### config.mk
export PLATFORM = sky130hd
export DESIGN_NAME = irq_trap_ctrl
export DESIGN_NICKNAME = d
export VERILOG_FILES = /design/src/rtl/irq_trap_ctrl.sv
export SDC_FILE = /design/constraint.sdc
export NUM_CORES = 1
export LEC_CHECK = 0
export ABC_AREA = 0
export BUFFER_PORTS_ARGS = -buffer_cell sky130_fd_sc_hd__buf_2
export CAP_MARGIN = 20
export CELL_PAD_IN_SITES_DETAIL_PLACEMENT = 0
export CELL_PAD_IN_SITES_GLOBAL_PLACEMENT = 1
export CORE_AREA = 2 2 69 87
export DETAILED_ROUTE_END_ITERATION = 10
export DIE_AREA = 0 0 71 89
export GPL_TIMING_DRIVEN = 0
export PLACE_DENSITY_LB_ADDON = 0.05
export SYNTH_ARGS = -nofsm -noshare
export SYNTH_HDL_FRONTEND = slang
export SYNTH_SLANG_ARGS = --single-unit
### constraint.sdc
create_clock -name clk -period 2.23 [get_ports clk]
set_input_delay 0.446 -clock clk [delete_from_list [all_inputs] [get_ports clk]]
set_output_delay 0.446 -clock clk [all_outputs]
set_load 0.05 [all_outputs]
### src/rtl/irq_trap_ctrl.sv
// Machine-mode interrupt/trap sequencer: synchronizes irq lines, picks the EX slot
// to take a trap, and drives the CSR trap interface plus the PC redirect.
module irq_trap_ctrl #(
   parameter int SYNC_STAGES    = 2,
   parameter bit MTVEC_VECTORED = 1'b0
) (
   input  logic        clk,
   input  logic        rst_n,
   input  logic        ext_irq,
   input  logic        tim_irq,
   input  logic        sw_irq,
   input  logic        csr_gmie,
   input  logic        csr_meie,
   input  logic        csr_mtie,
   input  logic        csr_msie,
   input  logic [29:0] csr_mtvec_ex,
   input  logic [29:0] csr_mepc,
   input  logic        valid_ex,
   input  logic        stall,
   input  logic        cmd_ecall_ex,
   input  logic        cmd_mret_ex,
   output logic        g_interrupt,
   output logic [1:0]  g_interrupt_priv,
   output logic [1:0]  g_current_priv,
   output logic [3:0]  int_cause,
   output logic        trap_jmp,
   output logic [29:0] trap_jmp_adr,
   output logic        irq_busy
);

   // state   | meaning
   // IDLE    | no handler running, watching for a pending interrupt
   // ARM     | interrupt pending, waiting for an unstalled real instruction in EX
   // HANDLER | trap handler running, interrupts held off until mret
   typedef enum logic [1:0] {IDLE, ARM, HANDLER} state_t;

   state_t state, state_nxt;
   logic [3:0] cause_nxt;
   logic [SYNC_STAGES-1:0] sync_e, sync_t, sync_s;
   logic pend_e, pend_t, pend_s, any_pend;
   logic ecall_go, take;
   logic [3:0] win_cause;

   always_ff @(posedge clk or negedge rst_n) begin
      if (!rst_n) begin
         sync_e <= '0;
         sync_t <= '0;
         sync_s <= '0;
      end else begin
         sync_e <= {sync_e[SYNC_STAGES-2:0], ext_irq};
         sync_t <= {sync_t[SYNC_STAGES-2:0], tim_irq};
         sync_s <= {sync_s[SYNC_STAGES-2:0], sw_irq};
      end
   end

   assign pend_e   = sync_e[SYNC_STAGES-1] & csr_meie;
   assign pend_t   = sync_t[SYNC_STAGES-1] & csr_mtie;
   assign pend_s   = sync_s[SYNC_STAGES-1] & csr_msie;
   assign any_pend = csr_gmie & (pend_e | pend_s | pend_t);

   // external beats software beats timer
   always_comb begin
      win_cause = 4'd0;
      if (pend_e)      win_cause = 4'd11;
      else if (pend_s) win_cause = 4'd3;
      else if (pend_t) win_cause = 4'd7;
   end

   assign ecall_go = cmd_ecall_ex & valid_ex & ~stall;
   assign take     = ~stall & valid_ex & ~cmd_ecall_ex & ~cmd_mret_ex;

   assign g_interrupt_priv = 2'b11;
   assign g_current_priv   = 2'b11;

   always_ff @(posedge clk or negedge rst_n) begin
      if (!rst_n) begin
         state     <= IDLE;
         int_cause <= 4'd0;
      end else begin
         state     <= state_nxt;
         int_cause <= cause_nxt;
      end
   end

   always_comb begin
      state_nxt    = state;
      cause_nxt    = int_cause;
      g_interrupt  = 1'b0;
      trap_jmp     = 1'b0;
      trap_jmp_adr = 30'd0;
      irq_busy     = (state == HANDLER);
      if (!stall) begin
         case (state)
            IDLE: begin
               if (ecall_go) begin
                  trap_jmp     = 1'b1;
                  trap_jmp_adr = csr_mtvec_ex;
                  state_nxt    = HANDLER;
               end else if (any_pend) begin
                  state_nxt = ARM;
               end
            end
            ARM: begin
               // ecall wins; the interrupt stays pending and is retaken after mret
               if (ecall_go) begin
                  trap_jmp     = 1'b1;
                  trap_jmp_adr = csr_mtvec_ex;
                  state_nxt    = HANDLER;
               end else if (!any_pend) begin
                  state_nxt = IDLE;
               end else if (take) begin
                  g_interrupt  = 1'b1;
                  trap_jmp     = 1'b1;
                  trap_jmp_adr = MTVEC_VECTORED ? (csr_mtvec_ex + {26'd0, win_cause})
                                                : csr_mtvec_ex;
                  cause_nxt    = win_cause;
                  state_nxt    = HANDLER;
               end
            end
            HANDLER: begin
               if (cmd_mret_ex) begin
                  trap_jmp     = 1'b1;
                  trap_jmp_adr = csr_mepc;
                  cause_nxt    = 4'd0;
                  state_nxt    = IDLE;
               end else if (ecall_go) begin
                  trap_jmp     = 1'b1;
                  trap_jmp_adr = csr_mtvec_ex;
               end
            end
            default: state_nxt = IDLE;
         endcase
      end
   end

endmodule
==> metrics.md <==
| Metric | Value |
|---|---|
| Status | `finished, violations left` |
| Failing checks | `setup timing` |
| Synth warn | `0` |
| Psw | `0.0009309 W` |
| CP endpoint kind | `primary output` |
| Post-synthesis sequential area ratio | `21.48%` |
| Starting DRT DRC Count | `64` |
| Core ar. | `0.005443 mm2` |
| Worst setup SP type | `input port` |
| Initial Util | `a little under a quarter` |
| Worst Reg-to-Reg Cells | `6` |
| Comb power frac | `73.1%` |
| Type of the worst min-delay path | `in -> async` |
| TritonCTS Sinks | `11` |
| Placed insts | `356` |
| Global route overflow | `0` |
| Final Hold Viols | `0` |
| Syn Area/Cell | `7.239 um2` |
| Final Power | `between 0.0015 and 0.002 W` |
| Vias per cell | `4.796` |
| RSZ-0062 raised after global routing | `true` |
| Max Slew Vio Count | `0` |
| Main synth FF type | `dfrtp_1` |
| Post-CTS Hold Buffers | `0` |
| PD cells | `645.4 mW/mm2` |
| H-tree depth | `1` |
| EDFF count, synth | `0` |
| Share of cells above drive strength 1 | `63.37%` |
| Max cap viols | `0` |
| Die H | `between 80 and 90 um` |
| GRT Resource Usage Total | `15.34%` |
| DRT Pass-1 Iters | `4` |
| GP Congestion | `0.7674` |
| Most frequent cell after synthesis | `nand2_1` |
| FFs w/ async S/R, synth | `100.0%` |
| Min Tclk post-route | `2.514 ns` |
| P_leak | `1.097 nW` |
| Rows | `30` |
| Total wire length | `between 5000 and 6000 um` |
| Vias in the first global route | `1704` |
| Clock Latency Late Sink | `between 0.2 and 0.25 ns` |
| Die area | `0.006319 mm2` |
| Max Clk Rate | `397.8 MHz` |
| Sequential Power Share | `15.9%` |
| Final setup fails | `31` |
| CTS max path bufs | `2` |
| Syn Std Cell Area | `0.001281 mm2` |
| Crit path required time | `1.78 ns` |
| Post-DRT Antenna Nets | `0` |
| Initial antenna violation count | `0` |
| Area Overhead vs Synth | `112.3%` |
| CP arrival | `2.07 ns` |
| Pint | `between 0.0008 and 0.0009 W` |
| DRC violations left | `0` |
| Top cells by count, synth | `nand2_1, a21oi_1, o211ai_1` |
| Switching part of the total | `53.03%` |
| Vias | `between 1500 and 2000` |
| Peak supply drop | `0.6695 mV` |
| Largest fanout on the critical path | `6` |
| Largest net degree at the start of global routing | `12` |
| TritonCTS clock tree | `built` |
| Post-Layout Cell Count | `367` |
| Fin worst setup slack | `-0.2840 ns` |
| Setup CP Type | `in -> out` |
| Cell taking the most area after synthesis | `dfrtp_1` |
| CTS buffer count | `3` |
| Root Buffer | `clkbuf_8` |
| HPWL after DPL | `4043 um` |
| Synth area leaders | `dfrtp_1, o211ai_1, a21oi_1` |
| Nets | `381` |
| Ant diodes | `0` |
| Yosys top cell area share | `21.48%` |
| Worst-path clk slew | `0.05 ns` |
| Port Buf Inserts | `between 100 and 150` |
| Syn Inst Count | `about 180` |
| Clk network pwr share | `11.0%` |
| Fin crit share | `112.7%` |
| I/O pins | `114` |
| Worst Max-Slew Pin Slew | `~0.57 ns` |
| Number of distinct library cells after synthesis | `34` |
| Routed len/inst | `13.91 um` |
| Die width | `71 um` |
| First-pass GRT wire length | `7900 um` |
| Synthesized flop and latch total | `11` |
| Worst rel slew slack | `61.76%` |
| Worst clock skew | `0.002134 ns` |
-- what timing repair did --
action / in CTS / in global routing
endpoints found under the hold margin: 0 / 0
gates cloned: 2 / 0
pin swaps: 39 / 8
gates resized for setup: 91 / 13
setup endpoints to repair: 32 / 31
buffers inserted: 5 / 1
-- layer usage --
layer	up-vias	track usage (%)	wire length (um)
met1	804	19.48	2166
met5	-	0	0
met4	0	5.146	88
met3	8	1.466	257
li1	885	-	-
met2	63	27.36	2592
-- cell type report --
cell class                      count  area, um2
Inverter                            5      18.77
Buffer                             21      176.4
Sequential cell                    11      275.3
Clock buffer                        4      45.04
Timing Repair Buffer              120      875.8
Tap cell                           64      80.08
Multi-Input combinational cell    142       1249
Fill cell                         528       2723
-- layout by cell type, fill, tap and decap left out, types with 2 or more instances in the layout --
master,n
ha_1,2
clkbuf_4,4
mux2i_1,2
buf_2,78
inv_1,3
buf_8,8
o21ai_0,4
buf_4,12
clkbuf_2,2
nand2_1,36
clkbuf_8,4
a21oi_4,31
o211ai_1,28
inv_2,2
nor2_1,6
dfrtp_1,11
buf_6,35
o211ai_2,5
conb_1,4
clkbuf_1,2
nand3_1,2
a21oi_1,3
-- logic make-up (layout without fill, tap and decap cells) --
| family | count (synthesis) | count (layout) | share of synthesized area (%) |
|---|---|---|---|
| AO/OA/AOI/OAI | 75 | 75 | 40.72 |
| AND/OR/NAND/NOR | 57 | 57 | 20.22 |
| buffers and inverters | 27 | 150 | 11.82 |
| flip-flops | 11 | 11 | 21.48 |
| adder cells (fa/ha/maj) | 4 | 4 | 3.906 |
| multiplexers | 2 | 2 | 1.563 |
| other | 1 | 4 | 0.2927 |
-- path summary, 6_finish.rpt --
path | startpoint | slack (ns) | endpoint
worst max register to register | sync_t[1] | 0.61 | int_cause[2]
worst max-delay path | cmd_mret_ex | -0.28 | trap_jmp_adr[25]
min in group clk | sw_irq | 0.32 | sync_s[0]
worst min-delay path | rst_n | 0.07 | int_cause[3]
worst min register to register | sync_t[0] | 0.34 | sync_t[1]
max in group asynchronous | rst_n | 1.97 | sync_s[0]
-- flip-flops by register name, indices dropped and copies added, names as in the netlist --
| register | flops |
|---|---|
| int_cause | 3 |
| state | 2 |
| sync_e | 2 |
| sync_s | 2 |
| sync_t | 2 |
-- power groups by stage --
stage               Clock (W)  Sequential [W]  Combinational (W)
floorplan                   0        0.000338           0.000805
global placement            0        0.000278            0.00114
detailed placement          0        0.000280            0.00116
CTS                  0.000200        0.000278            0.00127
global route         0.000208        0.000284            0.00140
finish               0.000193        0.000279            0.00128
-- critical path, stage by stage --
cell      delay [ns]
buf_8           0.09
or4b_4          0.55
o31ai_4         0.19
buf_6           0.17
buf_6           0.13
o211ai_1        0.13
a21oi_4         0.19
buf_6           0.17
-- through the flow --
stage	util [%]	hold WS [ns]	setup TNS [ns]	cell area (um2)	setup WS, ns
after floorplan	-	0.1504	-4.699	1654	-0.1993
after global placement	41.89	0.3222	-19.11	2280	-0.6483
after detailed placement	42.64	0.3219	-17.26	2321	-0.6055
after CTS	49.31	0.06947	-8.702	2684	-0.3191
after global routing	49.98	0.08590	-8.612	2720	-0.3364
final	49.98	0.06725	-7.002	2720	-0.2840
No activity file was read; power rests on OpenSTA's default activity.
